$ cat src/rtl/calc_pkg.sv
// Shared constants for the parameterised calculator: state codes, command codes,
// operator codes and the BCD to seven-segment decoder.
package calc_pkg;

    localparam logic [2:0] S_ENTRY_A = 3'd0;
    localparam logic [2:0] S_ENTRY_B = 3'd1;
    localparam logic [2:0] S_MUL     = 3'd2;
    localparam logic [2:0] S_CONV    = 3'd3;
    localparam logic [2:0] S_RESULT  = 3'd4;
    localparam logic [2:0] S_ERROR   = 3'd5;

    localparam logic [3:0] CMD_ADD    = 4'hA;
    localparam logic [3:0] CMD_SUB    = 4'hB;
    localparam logic [3:0] CMD_MUL    = 4'hC;
    localparam logic [3:0] CMD_CLEAR  = 4'hD;
    localparam logic [3:0] CMD_EQUALS = 4'hE;
    localparam logic [3:0] CMD_CE     = 4'hF;

    localparam logic [1:0] OP_ADD = 2'd0;
    localparam logic [1:0] OP_SUB = 2'd1;
    localparam logic [1:0] OP_MUL = 2'd2;

    // Active-low segments, bit order {g,f,e,d,c,b,a}
    localparam logic [6:0] SEG_BLANK = 7'h7F;
    localparam logic [6:0] SEG_E     = 7'h06;

    function automatic longint unsigned pow10(input int n);
        longint unsigned p;
        p = 64'd1;
        for (int i = 0; i < n; i++) begin
            p = p * 64'd10;
        end
        return p;
    endfunction

    function automatic logic [1:0] cmd_to_op(input logic [3:0] c);
        logic [1:0] op;
        case (c)
            CMD_ADD: op = OP_ADD;
            CMD_SUB: op = OP_SUB;
            CMD_MUL: op = OP_MUL;
            default: op = OP_ADD;
        endcase
        return op;
    endfunction

    function automatic logic [6:0] bcd_to_seg(input logic [3:0] d);
        logic [6:0] seg;
        case (d)
            4'd0:    seg = 7'h40;
            4'd1:    seg = 7'h79;
            4'd2:    seg = 7'h24;
            4'd3:    seg = 7'h30;
            4'd4:    seg = 7'h19;
            4'd5:    seg = 7'h12;
            4'd6:    seg = 7'h02;
            4'd7:    seg = 7'h78;
            4'd8:    seg = 7'h00;
            4'd9:    seg = 7'h10;
            default: seg = SEG_BLANK;
        endcase
        return seg;
    endfunction

endpackage

$ cat src/rtl/calc_bin2bcd.sv
// Sequential double-dabble converter: loads on start_i, shifts one bit per cycle
// for W cycles, then pulses done_o for one cycle with the BCD result on bcd_o.
module calc_bin2bcd
    import calc_pkg::*;
#(
    parameter int W      = 27,
    parameter int DIGITS = 8
) (
    input  logic                  clock,
    input  logic                  rst_n,
    input  logic                  start_i,
    input  logic [W-1:0]          bin_i,
    output logic                  done_o,
    output logic [4*DIGITS-1:0]   bcd_o
);

    localparam int CW = $clog2(W + 1);
    localparam logic [CW-1:0] CNT_W    = CW'(W);
    localparam logic [CW-1:0] CNT_ONE  = CW'(1);
    localparam logic [CW-1:0] CNT_ZERO = CW'(0);

    logic [W-1:0]        bin_q;
    logic [4*DIGITS-1:0] bcd_q;
    logic [4*DIGITS-1:0] adj_s;
    logic [CW-1:0]       cnt_q;
    logic                busy_q;

    // Add-3 correction on every BCD digit that would overflow after the shift
    always_comb begin
        adj_s = bcd_q;
        for (int i = 0; i < DIGITS; i++) begin
            if (bcd_q[4*i +: 4] >= 4'd5) begin
                adj_s[4*i +: 4] = bcd_q[4*i +: 4] + 4'd3;
            end else begin
                adj_s[4*i +: 4] = bcd_q[4*i +: 4];
            end
        end
    end

    // Converter shift registers and cycle counter
    always_ff @(posedge clock or negedge rst_n) begin
        if (!rst_n) begin
            bin_q  <= '0;
            bcd_q  <= '0;
            cnt_q  <= CNT_ZERO;
            busy_q <= 1'b0;
        end else if (start_i) begin
            bin_q  <= bin_i;
            bcd_q  <= '0;
            cnt_q  <= CNT_W;
            busy_q <= 1'b1;
        end else if (busy_q && (cnt_q != CNT_ZERO)) begin
            bcd_q  <= {adj_s[4*DIGITS-2:0], bin_q[W-1]};
            bin_q  <= {bin_q[W-2:0], 1'b0};
            cnt_q  <= cnt_q - CNT_ONE;
        end else begin
            busy_q <= 1'b0;
        end
    end

    assign done_o = busy_q && (cnt_q == CNT_ZERO);
    assign bcd_o  = bcd_q;

endmodule

$ cat src/rtl/calc_param_core.sv
// Decimal calculator core: digit entry, ADD/SUB/MUL with an inline shift-add
// multiplier, sequential binary-to-BCD conversion and seven-segment display.
module calc_param_core
    import calc_pkg::*;
#(
    parameter int DIGITS = 8
) (
    input  logic                    clock,
    input  logic                    reset,
    input  logic                    cmd_valid,
    input  logic [3:0]              cmd,
    output logic                    ready,
    output logic [DIGITS-1:0][6:0]  displays,
    output logic [1:0]              status,
    output logic [2:0]              EA,
    output logic [2:0]              PE
);

    localparam longint unsigned POW10  = pow10(DIGITS);
    localparam longint unsigned MAXV_L = POW10 - 64'd1;
    localparam int              W      = $clog2(POW10);
    localparam logic [W-1:0]    MAXV   = MAXV_L[W-1:0];
    localparam int              CW     = $clog2(W + 1);
    localparam int              EW     = $clog2(DIGITS + 1);
    localparam logic [CW-1:0]   CNT_W   = CW'(W);
    localparam logic [CW-1:0]   CNT_ONE = CW'(1);
    localparam logic [EW-1:0]   ENT_MAX = EW'(DIGITS);
    localparam logic [EW-1:0]   ENT_ONE = EW'(1);

    logic [2:0]          state_q, state_d;
    logic [W-1:0]        a_q, ent_bin_q, res_q, mplier_q;
    logic [1:0]          op_q;
    logic [4*DIGITS-1:0] ent_bcd_q;
    logic [EW-1:0]       ent_cnt_q;
    logic [2*W-1:0]      mcand_q, prod_q, prod_step_s;
    logic [CW-1:0]       mcnt_q;

    logic                acc_s, is_digit_s, is_op_s, clear_s;
    logic [W:0]          sum_s;
    logic [W-1:0]        diff_s, ent_next_s, conv_bin_s;
    logic                add_err_s, sub_err_s, calc_err_s, mul_last_s, mul_err_s;
    logic                conv_start_s, conv_done_s, lead_s, err_disp_s;
    logic [4*DIGITS-1:0] conv_bcd_s, src_bcd_s;

    assign ready      = (state_q != S_MUL) && (state_q != S_CONV);
    assign acc_s      = cmd_valid && ready;
    assign is_digit_s = (cmd <= 4'd9);
    assign is_op_s    = (cmd == CMD_ADD) || (cmd == CMD_SUB) || (cmd == CMD_MUL);
    assign clear_s    = acc_s && (cmd == CMD_CLEAR);

    // ent*10 + d; cannot overflow W bits because fewer than DIGITS digits are held
    assign ent_next_s  = (ent_bin_q << 3) + (ent_bin_q << 1) + {{(W-4){1'b0}}, cmd};
    assign sum_s       = {1'b0, a_q} + {1'b0, ent_bin_q};
    assign diff_s      = a_q - ent_bin_q;
    assign add_err_s   = sum_s > {1'b0, MAXV};
    assign sub_err_s   = ent_bin_q > a_q;
    assign prod_step_s = prod_q + (mplier_q[0] ? mcand_q : {(2*W){1'b0}});
    assign mul_last_s  = (mcnt_q == CNT_ONE);
    assign mul_err_s   = prod_step_s > {{W{1'b0}}, MAXV};

    // Arithmetic error for the latched ADD/SUB operator
    always_comb begin
        case (op_q)
            OP_ADD:  calc_err_s = add_err_s;
            OP_SUB:  calc_err_s = sub_err_s;
            default: calc_err_s = 1'b0;
        endcase
    end

    // Next-state logic
    always_comb begin
        state_d = state_q;
        case (state_q)
            S_ENTRY_A: begin
                if (acc_s && is_op_s) begin
                    state_d = S_ENTRY_B;
                end else begin
                    state_d = S_ENTRY_A;
                end
            end
            S_ENTRY_B: begin
                if (clear_s) begin
                    state_d = S_ENTRY_A;
                end else if (acc_s && (cmd == CMD_EQUALS)) begin
                    if (op_q == OP_MUL) begin
                        state_d = S_MUL;
                    end else if (calc_err_s) begin
                        state_d = S_ERROR;
                    end else begin
                        state_d = S_CONV;
                    end
                end else begin
                    state_d = S_ENTRY_B;
                end
            end
            S_MUL: begin
                if (mul_last_s) begin
                    state_d = mul_err_s ? S_ERROR : S_CONV;
                end else begin
                    state_d = S_MUL;
                end
            end
            S_CONV: begin
                if (conv_done_s) begin
                    state_d = S_RESULT;
                end else begin
                    state_d = S_CONV;
                end
            end
            S_RESULT: begin
                if (clear_s || (acc_s && is_digit_s)) begin
                    state_d = S_ENTRY_A;
                end else if (acc_s && is_op_s) begin
                    state_d = S_ENTRY_B;
                end else begin
                    state_d = S_RESULT;
                end
            end
            S_ERROR: begin
                if (clear_s) begin
                    state_d = S_ENTRY_A;
                end else begin
                    state_d = S_ERROR;
                end
            end
            default: state_d = S_ERROR;
        endcase
    end

    // The converter starts on the same edge the state enters S_CONV
    assign conv_start_s = (state_d == S_CONV) && (state_q != S_CONV);
    assign conv_bin_s   = (state_q == S_MUL) ? prod_step_s[W-1:0]
                        : ((op_q == OP_ADD) ? sum_s[W-1:0] : diff_s);

    // State, operands, entry register and multiplier datapath
    always_ff @(posedge clock or negedge reset) begin
        if (!reset) begin
            state_q   <= S_ENTRY_A;
            a_q       <= '0;
            op_q      <= OP_ADD;
            ent_bcd_q <= '0;
            ent_bin_q <= '0;
            ent_cnt_q <= '0;
            res_q     <= '0;
            mcand_q   <= '0;
            mplier_q  <= '0;
            prod_q    <= '0;
            mcnt_q    <= '0;
        end else begin
            state_q <= state_d;
            if (clear_s) begin
                a_q       <= '0;
                op_q      <= OP_ADD;
                ent_bcd_q <= '0;
                ent_bin_q <= '0;
                ent_cnt_q <= '0;
                res_q     <= '0;
            end else begin
                case (state_q)
                    S_ENTRY_A, S_ENTRY_B: begin
                        if (!acc_s) begin
                            a_q <= a_q;
                        end else if (cmd == CMD_CE) begin
                            ent_bcd_q <= '0;
                            ent_bin_q <= '0;
                            ent_cnt_q <= '0;
                        end else if (is_digit_s) begin
                            if (ent_cnt_q < ENT_MAX) begin
                                ent_bcd_q <= {ent_bcd_q[4*DIGITS-5:0], cmd};
                                ent_bin_q <= ent_next_s;
                                ent_cnt_q <= ent_cnt_q + ENT_ONE;
                            end else begin
                                ent_cnt_q <= ent_cnt_q;
                            end
                        end else if (is_op_s) begin
                            op_q <= cmd_to_op(cmd);
                            if (state_q == S_ENTRY_A) begin
                                a_q       <= ent_bin_q;
                                ent_bcd_q <= '0;
                                ent_bin_q <= '0;
                                ent_cnt_q <= '0;
                            end else begin
                                a_q <= a_q;
                            end
                        end else if ((cmd == CMD_EQUALS) && (state_q == S_ENTRY_B)) begin
                            if (op_q == OP_MUL) begin
                                mcand_q  <= {{W{1'b0}}, a_q};
                                mplier_q <= ent_bin_q;
                                prod_q   <= '0;
                                mcnt_q   <= CNT_W;
                            end else begin
                                res_q <= conv_bin_s;
                            end
                        end else begin
                            a_q <= a_q;
                        end
                    end
                    S_MUL: begin
                        prod_q   <= prod_step_s;
                        mcand_q  <= {mcand_q[2*W-2:0], 1'b0};
                        mplier_q <= {1'b0, mplier_q[W-1:1]};
                        mcnt_q   <= mcnt_q - CNT_ONE;
                        if (mul_last_s) begin
                            res_q <= prod_step_s[W-1:0];
                        end else begin
                            res_q <= res_q;
                        end
                    end
                    S_RESULT: begin
                        if (acc_s && is_digit_s) begin
                            ent_bcd_q <= {{(4*DIGITS-4){1'b0}}, cmd};
                            ent_bin_q <= {{(W-4){1'b0}}, cmd};
                            ent_cnt_q <= ENT_ONE;
                        end else if (acc_s && is_op_s) begin
                            a_q       <= res_q;
                            op_q      <= cmd_to_op(cmd);
                            ent_bcd_q <= '0;
                            ent_bin_q <= '0;
                            ent_cnt_q <= '0;
                        end else begin
                            a_q <= a_q;
                        end
                    end
                    default: a_q <= a_q;
                endcase
            end
        end
    end

    calc_bin2bcd #(
        .W      (W),
        .DIGITS (DIGITS)
    ) u_bin2bcd (
        .clock   (clock),
        .rst_n   (reset),
        .start_i (conv_start_s),
        .bin_i   (conv_bin_s),
        .done_o  (conv_done_s),
        .bcd_o   (conv_bcd_s)
    );

    assign err_disp_s = (state_q >= S_ERROR);

    // Display decode with leading-zero blanking; index 0 always shows a digit
    always_comb begin
        src_bcd_s = (state_q == S_RESULT) ? conv_bcd_s : ent_bcd_q;
        lead_s    = 1'b1;
        displays  = '0;
        for (int i = DIGITS - 1; i >= 0; i--) begin
            if (err_disp_s) begin
                displays[i] = (i == 0) ? SEG_E : SEG_BLANK;
            end else if (lead_s && (i != 0) && (src_bcd_s[4*i +: 4] == 4'd0)) begin
                displays[i] = SEG_BLANK;
            end else begin
                displays[i] = bcd_to_seg(src_bcd_s[4*i +: 4]);
                lead_s      = 1'b0;
            end
        end
    end

    // Status is decoded from the current state only
    always_comb begin
        case (state_q)
            S_ENTRY_A, S_ENTRY_B: status = 2'b00;
            S_MUL, S_CONV:        status = 2'b01;
            S_RESULT:             status = 2'b10;
            default:              status = 2'b11;
        endcase
    end

    assign EA = state_q;
    assign PE = state_d;

endmodule

$ cat config.mk
export PLATFORM = sky130hd
export DESIGN_NAME = calc_param_core
export DESIGN_NICKNAME = d
export VERILOG_FILES = /design/src/rtl/calc_pkg.sv /design/src/rtl/calc_bin2bcd.sv /design/src/rtl/calc_param_core.sv
export SDC_FILE = /design/constraint.sdc
export NUM_CORES = 1
export LEC_CHECK = 0
export ABC_AREA = 1
export CELL_PAD_IN_SITES_DETAIL_PLACEMENT = 1
export CELL_PAD_IN_SITES_GLOBAL_PLACEMENT = 2
export CORE_UTILIZATION = 36
export CTS_BUF_LIST = sky130_fd_sc_hd__clkbuf_4 sky130_fd_sc_hd__clkbuf_8 sky130_fd_sc_hd__clkbuf_16
export DETAILED_ROUTE_END_ITERATION = 10
export PLACE_DENSITY_LB_ADDON = 0.2
export SLEW_MARGIN = 20
export SYNTH_ARGS = -nofsm -noshare
export SYNTH_HDL_FRONTEND = slang
export SYNTH_SLANG_ARGS = --single-unit
export TNS_END_PERCENT = 50
$ cat constraint.sdc
create_clock -name clock -period 5.1 [get_ports clock]
set_input_delay 1.02 -clock clock [delete_from_list [all_inputs] [get_ports clock]]
set_output_delay 1.02 -clock clock [all_outputs]
set_load 0.05 [all_outputs]
Word-level counts from Yosys, hierarchy flattened
Memories as Yosys holds them, arrays and structs flattened.
Index checks and enable logic that the tools add are counted.
{ "totals": {"reg_bits": 327, "latchBits": 0, "ramBits": 0, "rom_bits": 896, "inputBits": 7, "out_inout_bits": 65, "wordCells": 280, "mem_count": 8} }
{ "memory_table": {"columns": ["name", "depth", "word_bits", "rd", "rd_clocked_by_memory_dff", "wr", "line", "rtl"], "rows": [
  ["(name not given)", 16, 7, 1, 0, 0, "calc_pkg.sv:49", "case (d)"],
  ["(name not given)", 16, 7, 1, 0, 0, "calc_pkg.sv:49", null],
  ["(name not given)", 16, 7, 1, 0, 0, "calc_pkg.sv:49", null],
  ["(name not given)", 16, 7, 1, 0, 0, "calc_pkg.sv:49", null],
  ["(name not given)", 16, 7, 1, 0, 0, "calc_pkg.sv:49", null],
  ["(name not given)", 16, 7, 1, 0, 0, "calc_pkg.sv:49", null],
  ["2 more memories", null, null, null, null, null, null, null]
]} }
{ "classes": {"add_sub_neg": 16, "n_mul": 0, "n_div": 0, "n_lt_le_gt_ge": 14, "eq_ne": 39, "shifts": 0, "muxes": 146, "bitwise_logic": 1, "n_reduce_logical": 41} }
{ "ops": {"columns": ["operator", "count"], "rows": [
  ["27-bit two-way mux", 35],
  ["54-bit two-way mux", 13],
  ["32-bit two-way mux", 12],
  ["27-bit case mux with 2 select lines", 4],
  ["54-bit case mux with 2 select lines", 2],
  ["7-bit two-way mux", 15],
  ["4-bit two-way mux", 16],
  ["32-bit case mux with 2 select lines", 1],
  ["54-bit adder", 1],
  ["54-bit by 27-bit greater-than comparator with 1-bit output (second input constant)", 1],
  ["5-bit two-way mux", 8],
  ["3-bit two-way mux", 11],
  ["3-bit != test (second input constant)", 11],
  ["4-bit by 3-bit greater-or-equal comparator with 1-bit output (second input constant)", 8],
  ["27-bit by 27-bit adder with 28-bit output", 1],
  ["4-bit by 2-bit adder with 4-bit output (second input constant)", 7],
  ["28-bit by 27-bit greater-than comparator with 1-bit output (second input constant)", 1],
  ["4-bit logical NOT", 7],
  ["27-bit adder", 1],
  ["27-bit by 4-bit adder with 27-bit output", 1],
  ["27-bit greater-than comparator", 1],
  ["27-bit subtractor", 1],
  ["4-bit == test (second input constant)", 6],
  ["8-bit AND reduction", 3],
  ["other kinds (36)", 90]
]} }

Depth between registers and ports, before layout
Gate-level depths: netlist of the first run.
{ "logic_depth": {"depth_word": 23, "mapped_depth": 31, "mapped_depth_nobuf": 28} }

Cells and area by module
A second synthesis of the first run with hierarchy kept.
{ "unflattened": {"cells_unflattened": 4246, "area_unflattened_um2": 27346.2} }
{ "modules_own_cells": {"columns": ["module", "instances", "cells_each", "area_per_inst_um2", "seq_area_each_um2"], "rows": [
  ["calc_param_core", 1, 3682, 23443.7, 6531.3],
  ["calc_bin2bcd", 1, 564, 3902.5, 1626.6]
]} }

Least setup slack after synthesis of the first run
No wires, ideal clock.
{ "synth_timing": {"path_type": "reg2out", "from": "register state_q[0], in the netlist EA[0]", "to": "output port displays[10] in the netlist's numbering", "t_arrival_ns": 4.181, "required_ns": 4.080, "setup_slack_ns": -0.101, "stages_incl_launch_ff": 22, "path_buffers": 6, "path_cell_list": "dfrtp_1 > nor2_4 > nand2_2 > buf_2 > buf_2 > buf_2 > buf_2 > clkbuf_1 > o21ai_0 > ha_1 > nand3_1 > nand2_1 > nand4_1 > o21ai_1 > nand3_1 > nand2_1 > nand4_1 > o21ai_1 > nand4_1 > and3_1 > clkbuf_1 > nand2_1"} }
{ "synth_rtl": {"columns": ["element", "line", "rtl"], "rows": [
  ["start, declared", "calc_param_core.sv:30", "logic [2:0] state_q, state_d;"],
  ["start signal, assigned", "calc_param_core.sv:150", "state_q <= state_d;"],
  ["end, declared", "calc_param_core.sv:13", "output logic [DIGITS-1:0][6:0] displays,"]
]} }

Worst setup path after layout of the first run
{ "layout_timing": {"from": "register mplier_q[0]", "to": "output port PE[2]"} }
{ "layout_between": {"elab_chain_cells": 6} }
{ "layout_rtl": {"columns": ["element", "line", "rtl"], "rows": [
  ["start, declared", "calc_param_core.sv:31", "logic [W-1:0] a_q, ent_bin_q, res_q, mplier_q;"],
  ["start signal, assigned", "calc_param_core.sv:188", "mplier_q <= ent_bin_q;"],
  ["start signal, assigned", "calc_param_core.sv:201", "mplier_q <= {1'b0, mplier_q[W-1:1]};"],
  ["54-bit two-way mux", "calc_param_core.sv:57", "assign prod_step_s = prod_q + (mplier_q[0] ? mcand_q : {(2*W){1'b0}});"],
  ["54-bit adder", "calc_param_core.sv:57", null],
  ["54-bit by 27-bit greater-than comparator with 1-bit output", "calc_param_core.sv:59", "assign mul_err_s = prod_step_s > {{W{1'b0}}, MAXV};"],
  ["3-bit two-way mux", "calc_param_core.sv:98", "state_d = mul_err_s ? S_ERROR : S_CONV;"],
  ["3-bit two-way mux", "calc_param_core.sv:97", "if (mul_last_s) begin"],
  ["3-bit case mux with 6 select lines", "calc_param_core.sv:73", "case (state_q)"],
  ["end, declared", "calc_param_core.sv:16", "output logic [2:0] PE"]
]} }
No other way between the ends.

==> flow_summary.yaml, run 1 <==
floorplan:
  fp.coreArea_mm2: 0.07321
  io_pins: 72
  dieArea_mm2: 0.07542
  die_h_um: 274.6
  placementRows: 99
  initial_core_util: 0.3655
  dieWidth_um: 274.6
setup_path:
  crit_top_cell: "nand2_1"
  r2r-start: "a_q[4]"
  end_kind: "output port"
  critPathMaxFanout: 30
  reg2reg_slack_ps: 710
  critPathTopFamily: "simple AND/OR/NAND/NOR gates"
  crit_path_top_delay_cell: "dfrtp_2"
  rr_worst_depth: 23
  r2r_end: "u_bin2bcd.bcd_o[23]"
  start_kind: "flop"
  critPathKind: "flop to output port"
  cp.arrival_ps: 4240
  path_cells: "buf_12 -> nand2_1 -> inv_1 -> ha_2 -> nand2_2 -> nor2_4 -> nand3_1 -> nand3_4 -> nand2_1 -> nand2_2 -> nand2_1 -> nand3_1 -> nand2_1 -> nand2_1 -> nand2_1 -> nor2_1 -> nand2_1 -> nor2_2 -> nand3_4 -> nand4_1 -> nand3_1 -> buf_4 -> buf_12"
  crit_buf_inv: 4
  slowest_delay_ps: 450
  cp.required_ps: 4080
yosys:
  synthCells: 4073
  ys_async_sr_fraction: 1.000
  syn_nets: 4301
  synth_warnings: 0
  yosysUniqueCellTypes: 59
  seq_area_frac_synth: 0.3049
  ys.flop_type: "dfrtp_1"
  syn_area_mm2: 0.02676
  avgSynthCellArea_um2: 6.569
  synth_edf_count: 0
  synth_seq_cells: 326
min_path:
  holdCritPathClass: "input pin to async pin"
cts:
  clkLatencyLatePin_ps: 590
  tritoncts: "built"
  cts.clk_slew.worst_paths_ps: 60
  clock-sinks: 326
  cts_buffers: 43
  cts_buffer_depth: 3
  cts-root-buf: "clkbuf_16"
  cts_htree_levels: 2
route:
  vias_per_cell: 5.297
  drc_errors: 0
  drtIter0Drc: 1855
  vias: 27530
  postRouteAntennaNets: 0
  wl_per_cell_um: 20.02
  wl_um: 104100
  drt-pass1-iter-count: 6
timing:
  holdWs_ps: 437.0
  min_period_over_period: 1.032
  slew_headroom: 0.2970
  setup_ws_ps: -162.3
  max_freq_ghz: 0.1900
  finClkSkew_ps: 19.23
  finalSetupViolations: 2
  slew_viol_final: 0
  tightest_slew_ps: 1048
  min_period_ps: 5262
  rsz0062_at_grt: "yes"
  hold_viol_final: 0
placement:
  hpwlAfterDp_um: 82880
  port_buffers: 71
  dpl_cell_area_mm2: 0.02952
  globalplace.congestion: 0.9598
cells_and_area:
  final_net_count: 4432
  design_area_mm2: 0.03208
  n_antenna_cell: 0
  utilization: 0.4382
  fill_cells: 9364
  area_growth_pct: 19.90
  drive_gt1_frac: 0.1232
grt:
  grt_max_degree: 91
  grt_pass1_wl_um: 162200
  gr-usage-all-layers: 0.2751
  antenna_found_initial: 0
  grt_pass1_vias: 27460
  overflow: 0
job:
  drv_cap: 0
run_status:
  failed_checks: "negative setup slack"
  status: "finished, violations left"
-- worst max-delay path by stage --
stage | from | end | slack (ps) | depth (start not counted)
finish | mplier_q[0] | PE[2] | -160 | 23
global route | mplier_q[0] | PE[2] | -330 | 22
CTS | mplier_q[0] | PE[2] | -190 | 24
detailed placement | mplier_q[0] | PE[2] | -230 | 22
global placement | mplier_q[0] | PE[2] | -260 | 22
floorplan | EA[1] | displays[10] | 40 | 22
-- cell families after synthesis --
group / share of synthesized area
AO/OA/AOI/OAI: 0.1580
XOR/XNOR: 0.01735
adder cells (fa/ha/maj): 0.1047
buffers and inverters: 0.1158
flip-flops: 0.3049
AND/OR/NAND/NOR: 0.2992
-- layout by cell type, fill, tap and decap left out, types with 16 or more instances in the layout --
cell type        count
nor2_1             207
xor2_1              40
nor2_2              38
nand2_2             64
o22ai_1             63
inv_1              651
ha_1               181
nand3_1            280
ha_4                19
nand3b_1            24
buf_12              45
clkbuf_16           44
a21oi_1            168
nand2_1           1165
dfrtp_1            321
inv_2               24
nand4_1             50
o31ai_1             20
nor2_4              22
ha_2                16
buf_4              140
nor3_1              24
o21ai_1             32
o21ai_0            288
a22oi_1             76
clkdlybuf4s50_1     24
or2_2               19
-- metrics by stage --
stage	cells	worst slack, ps	setup TNS, ps
2_1_floorplan	4073	36.68	0
3_3_place_gp	5100	-263.7	-443.2
3_5_place_dp	5100	-228.1	-371.9
4_1_cts	5183	-186.0	-277.6
5_1_grt	5197	-329.9	-563.2
6_report	5197	-162.3	-227.6
-- cells in the mapped netlist, drive strengths merged, types with 5 or more instances --
master | n | area [um2]
a31oi | 14 | 87.58
o21bai | 14 | 105.1
or2 | 19 | 118.9
ha | 216 | 2703
o21ai | 325 | 1634
fa | 5 | 100.1
nor3 | 30 | 150.1
inv | 673 | 2526
nand2 | 1234 | 4639
nor4 | 7 | 58.81
nor2 | 267 | 1025
a22oi | 76 | 570.6
a21oi | 175 | 875.8
o31ai | 20 | 150.1
dfrtp | 326 | 8158
nand3 | 295 | 1494
buf | 43 | 226.5
o21a | 11 | 82.58
clkinv | 9 | 33.78
o22ai | 63 | 394.1
clkbuf | 83 | 312.8
xnor2 | 10 | 87.58
o211ai | 8 | 60.06
nand4 | 50 | 312.8
xor2 | 43 | 376.6
nand3b | 24 | 180.2
-- worst register-to-register path, delay by kind of cell (launching register included) --
family | cells | cell delay, ps
flip-flops | 1 | 450
AO/OA/AOI/OAI | 1 | 120
AND/OR/NAND/NOR | 18 | 2580
buffers and inverters | 3 | 700
adder cells (fa/ha/maj) | 1 | 450
-- repair_timing --
action	in CTS	in global routing
endpoints found under the setup margin	15	21
gates resized for setup	101	142
pin swaps	12	27
cloned	0	0
hold buffers	0	0
buffers inserted	5	14
-- metal layers --
metal,share of wire,vias to the layer above,GRT usage
met5,0,-,0
met4,0.018,0,0.05877
met3,0.056,97,0.03779
met2,0.42,594,0.4036
met1,0.51,13390,0.4220
li1,-,13450,-
-- sequential cells by signal, indices dropped and copies added (netlist names) --
name and flops:
op_q 2, mcand_q 54, u_bin2bcd.cnt_q 5, ent_bin_q 27, res_q 27, EA 3, a_q 27, prod_q 54
ent_cnt_q 4, mcnt_q 5, u_bin2bcd.bcd_o 32, u_bin2bcd.busy_q 1, ent_bcd_q 31, u_bin2bcd.bin_q 27, mplier_q 27
-- area by class of cell --
class / count / area (um2) / area share
Sequential cell: 326 / 8164 / 0.2545
Tap cell: 959 / 1200 / 0.03740
Clock buffer: 57 / 1242 / 0.03873
Multi-Input combinational cell: 2939 / 16460 / 0.5130
Inverter: 682 / 2560 / 0.07979
Clock inverter: 22 / 222.7 / 0.006942
Timing Repair Buffer: 212 / 2233 / 0.06962
Power of run 1 is left out: the tool's default activity adds up to more than one toggle a clock period on the data nets, which glitch-free logic cannot reach.
==> run 2: changes to the inputs <==
--- a/config.mk
+++ b/config.mk
@@ -6,9 +6,7 @@
 export NUM_CORES = 1
 export LEC_CHECK = 0
 export ABC_AREA = 1
-export CELL_PAD_IN_SITES_DETAIL_PLACEMENT = 1
-export CELL_PAD_IN_SITES_GLOBAL_PLACEMENT = 2
-export CORE_UTILIZATION = 36
+export CORE_UTILIZATION = 35
 export CTS_BUF_LIST = sky130_fd_sc_hd__clkbuf_4 sky130_fd_sc_hd__clkbuf_8 sky130_fd_sc_hd__clkbuf_16
 export DETAILED_ROUTE_END_ITERATION = 10
 export PLACE_DENSITY_LB_ADDON = 0.2
==> run 2 against run 1 <==
Compared with the run above:
- the flow now finishes without violations
- count of clock-buffer cells in the layout decreased by 6
- first-iteration DRC count increased by 5.2%
- non-clock buffer count decreased by 45
- wire length decreased by 8.6%
==> flow_summary.yaml, run 2 (synthesis gave the netlist of run 1 again) <==
route:
  drtIter0Drc: 1951
  vias: 26920
  drt-pass1-iter-count: 7
  wl_per_cell_um: 18.40
  wl_um: 95150
  drc_errors: 0
  postRouteAntennaNets: 0
  vias_per_cell: 5.208
cells_and_area:
  design_area_mm2: 0.03167
  utilization: 0.4176
  drive_gt1_frac: 0.1047
  final_common_cell: "nand2_1"
  instances_no_fill: 5170
  final_net_count: 4386
  area_growth_pct: 18.34
  final_cell_mix: "nand2_1 (1,180), inv_1 (653), dfrtp_1 (319)"
setup_path:
  critPathKind: "flop to output port"
  critPathMaxFanout: 15
  start_kind: "flop"
  cp.arrival_ps: 3990
  cp.required_ps: 4080
  end_kind: "output port"
floorplan:
  fp.coreArea_mm2: 0.07582
  placementRows: 101
  die_h_um: 278.5
  dieArea_mm2: 0.07756
  io_pins: 72
  initial_core_util: 0.3529
  dieWidth_um: 278.5
grt:
  antenna_found_initial: 0
  grt_pass1_vias: 26000
  grt_max_degree: 99
  overflow: 0
  gr-usage-all-layers: 0.2446
  grt_pass1_wl_um: 149100
min_path:
  holdCritPathClass: "input pin to async pin"
timing:
  finalSetupViolations: 0
  setup_ws_ps: 86.18
  min_period_over_period: 0.9831
  rsz0062_at_grt: "yes"
  min_period_ps: 5014
  max_freq_ghz: 0.1994
  slew_viol_final: 0
  hold_viol_final: 0
  finClkSkew_ps: 56.91
  tightest_slew_ps: 1079
  slew_headroom: 0.2802
placement:
  globalplace.congestion: 0.9937
  place_ws_ps: -5.170
  dpl_cell_area_mm2: 0.02923
  hpwlAfterDp_um: 74460
  dp.cells: 5082
  port_buffers: 71
cts:
  cts_htree_levels: 2
  cts_buffer_depth: 3
  cts_hold_buf: 0
  cts_buffers: 41
  clock-sinks: 326
  clkLatencyLatePin_ps: 600
  cts-root-buf: "clkbuf_16"
  cts.clk_slew.worst_paths_ps: 70
  tritoncts: "built"
job:
  drv_cap: 0
run_status:
  status: "completed"
==> run 2: changes by cell type in the layout (fill, tap and decap cells not counted), sizes merged <==
cell           before   now
nand2            1234  1235
bufinv              3    10
clkinvlp            6     1
clkinv             18    22
buf               188   137
clkdlybuf4s50      24    30
clkbuf             57    51
diode               0     1
inv               677   674
==> run 2: timing repair <==
action                     CTS  global route
buffers inserted             2             8
setup endpoints to repair   15            29
gates cloned                 0             1
pin swaps                    6            15
resized for setup           50           160
==> run 2: area by class of cell <==
type                    count  area [um2]
fillers                  8047       44160
clock buffers              51        1145
repair buffers            167        1852
flip-flops and latches    326        8167
inverters                 682        2560
clock inverters            25       432.9
multi-input cells        2940       16280
diodes                      1       2.502
well taps                 978        1224
==> run 2: path summary, 6_finish.rpt <==
path                       slack (ps)  depth (start not counted)                 end         from
max in group asynchronous        3570                          2          prod_q[45]        reset
hold reg to reg                   480                          2           prod_q[4]    prod_q[4]
setup / recovery                   90                         23               PE[2]  mplier_q[0]
setup reg to reg                  560                         27  u_bin2bcd.bcd_o[7]  mplier_q[0]
hold / removal                    470                          1           res_q[18]        reset
min in group clock                480                          2           prod_q[4]    prod_q[4]
==> run 2: critical path, stage by stage (launching register included) <==
cell	delay [ps]
dfrtp_2	430
buf_6	160
nand2_1	60
inv_1	40
ha_2	190
fa_2	380
nand3_1	130
nand2_2	100
nand2_1	90
nand2_1	90
nand2_1	90
nand3b_1	70
buf_4	180
nand2_2	100
nand3b_1	90
nand2_2	90
nand2_1	100
nor2_1	120
nand2_1	70
nor2_1	140
nand3_1	150
nand4_1	200
nand3_4	160
buf_12	200
==> run 2: stage by stage <==
step / hold slack (ps) / setup TNS [ps]
after global routing: 515.7 / -192.5
after detailed placement: 467.2 / -8.412
after CTS: 482.5 / -68.60
final: 469.3 / 0
after global placement: 464.8 / -21.91
after floorplan: 444.3 / 0
==> run 2: per-layer routing <==
metal / track usage / routed length [um] / vias up
li1: - / - / 13340
met1: 0.3313 / 43450 / 12720
met2: 0.4020 / 43550 / 711
met3: 0.02947 / 4654 / 154
met4: 0.08270 / 3485 / 0
met5: 0 / 0 / -
Power of run 2 is left out for the same reason.
==> run 3: changes to the inputs <==
--- a/config.mk
+++ b/config.mk
@@ -6,6 +6,7 @@
 export NUM_CORES = 1
 export LEC_CHECK = 0
 export ABC_AREA = 1
+export CORE_ASPECT_RATIO = 1.4
 export CORE_UTILIZATION = 35
 export CTS_BUF_LIST = sky130_fd_sc_hd__clkbuf_4 sky130_fd_sc_hd__clkbuf_8 sky130_fd_sc_hd__clkbuf_16
 export DETAILED_ROUTE_END_ITERATION = 10
==> run 3 against run 2 <==
Compared with the run above:
- the flow now finishes with violations (negative setup slack)
- setup slack lost 150 ps
- critical path depth is 6 lower
- wire length grew 6.6%
- clock skew shrank 27 ps
- via count is essentially flat
- cell count is essentially flat
- sequential cell count did not move
==> flow_summary.yaml, run 3 (synthesis gave the netlist of run 1 again) <==
run_status:
  status: "finished, violations left"
  failed_checks: "negative setup slack"
setup_path:
  cp.arrival_ps: 4140
  endpoint: "PE[1]"
  crit_path_top_delay_cell: "dfrtp_1"
  critPathMaxFanout: 7
  start_kind: "flop"
  path_cells: "inv_1 -> ha_1 -> inv_1 -> a21oi_1 -> o21a_1 -> nand2_1 -> a21oi_1 -> nand3_1 -> nand2_1 -> nand3_1 -> nor2_1 -> nand2_1 -> nand4_1 -> nand3_1 -> nand2_1 -> nand3_4 -> buf_12"
  crit_top_cell: "nand2_1"
  slowest_delay_ps: 520
  reg2reg_slack_ps: 650
  r2r-start: "ent_bin_q[25]"
  end_kind: "output port"
  crit_buf_inv: 3
  critPathKind: "flop to output port"
  path_depth: 17
  rr_worst_depth: 21
  r2r_end: "u_bin2bcd.bcd_o[0]"
  cp.required_ps: 4080
  critPathTopFamily: "simple AND/OR/NAND/NOR gates"
  crit_start: "ent_bin_q[25]"
grt:
  grt_pass1_wl_um: 155200
  grt_pass1_vias: 27220
  antenna_found_initial: 0
  gr-usage-all-layers: 0.2601
  overflow: 0
  grt_max_degree: 102
route:
  vias_per_cell: 5.213
  drtIter0Drc: 1669
  postRouteAntennaNets: 0
  drt-pass1-iter-count: 7
  drc_errors: 0
  wl_per_cell_um: 19.63
  wl_um: 101400
  vias: 26930
timing:
  tightest_slew_ps: 1073
  min_period_ps: 5163
  finClkSkew_ps: 30.27
  max_freq_ghz: 0.1937
  rsz0062_at_grt: "yes"
  min_period_over_period: 1.012
  slew_headroom: 0.2846
  setup_ws_ps: -63.48
  hold_viol_final: 0
  slew_viol_final: 0
  finalSetupViolations: 2
cells_and_area:
  final_net_count: 4399
  area_growth_pct: 17.96
  drive_gt1_frac: 0.1095
  instances_no_fill: 5167
  multiInputGateArea_mm2: 0.01629
  final_cell_mix: "nand2_1 (1,173), inv_1 (650), dfrtp_1 (321)"
  final_common_cell: "nand2_1"
  design_area_mm2: 0.03156
  regArea_mm2: 0.008164
  fill_cells: 8058
  utilization: 0.4181
  n_antenna_cell: 0
placement:
  port_buffers: 71
  globalplace.congestion: 1.015
  dp.cells: 5084
  place_ws_ps: 128.6
  hpwlAfterDp_um: 80420
  dpl_cell_area_mm2: 0.02934
floorplan:
  initial_core_util: 0.3544
  placementRows: 119
  io_pins: 72
  fp.coreArea_mm2: 0.07549
  dieWidth_um: 235.7
  die_h_um: 329.2
  dieArea_mm2: 0.07757
cts:
  cts-root-buf: "clkbuf_16"
  tritoncts: "built"
  cts_buffer_depth: 3
  clock-sinks: 326
  cts_htree_levels: 2
  cts_buffers: 39
  cts.clk_slew.worst_paths_ps: 60
  clkLatencyLatePin_ps: 600
job:
  drv_cap: 0
min_path:
  holdCritPathClass: "input pin to async pin"
==> run 3: how the worst min path moves through the flow <==
stage	from	endpoint	slack [ps]	cells past startpoint
floorplan	ent_bcd_q[28]	ent_bcd_q[28]	440	2
detailed placement	prod_q[4]	prod_q[4]	470	2
CTS	ent_bcd_q[27]	ent_bcd_q[27]	480	2
global placement	ent_bcd_q[23]	ent_bcd_q[23]	470	2
global route	ent_bcd_q[16]	ent_bcd_q[16]	490	2
finish	reset	mcand_q[16]	460	1
==> run 3: what timing repair did <==
action	4_1_cts	5_1_grt
endpoints found under the setup margin	14	19
hold buffers	0	0
setup buffers	8	6
resized for setup	181	30
pin swaps	19	8
==> run 3: worst register-to-register path, stage by stage, from the launching register on <==
cell and delay (ps):
dfrtp_1 520, inv_1 230, ha_1 350, inv_1 130
a21oi_1 340, o21a_1 190, nand2_1 50, a21oi_1 300
nand3_1 150, nand2_1 120, nand3_1 80, nor2_1 170
nand2_1 90, nand4_1 230, nand3_1 110, nand2_1 160
nand3_4 130, buf_4 210, nand3_4 70, buf_4 430
nand3_1 210, o21ai_0 130
==> run 3: layout make-up <==
class                           instances  area share
Sequential cell                       326      0.2587
Clock inverter                         14    0.005867
Timing Repair Buffer                  183     0.06323
Inverter                              682     0.08111
Multi-Input combinational cell       2939      0.5160
Clock buffer                           55     0.03671
Tap cell                              968     0.03837
==> run 3: metrics by stage <==
| stage | hold slack [ps] | setup TNS, ps |
|---|---|---|
| after floorplan | 444.3 | 0 |
| after global placement | 465.9 | 0 |
| after detailed placement | 468.6 | 0 |
| after CTS | 484.4 | -41.60 |
| after global routing | 488.6 | -498.3 |
| final | 461.2 | -77.99 |
==> run 3: per-layer routing <==
layer	routed length, um	part of all wire	track usage
met1	39260	0.39	0.2815
met2	50870	0.50	0.4753
met3	3511	0.035	0.02816
met4	7800	0.077	0.1812
met5	0	0	0
Power of run 3 is left out for the same reason.
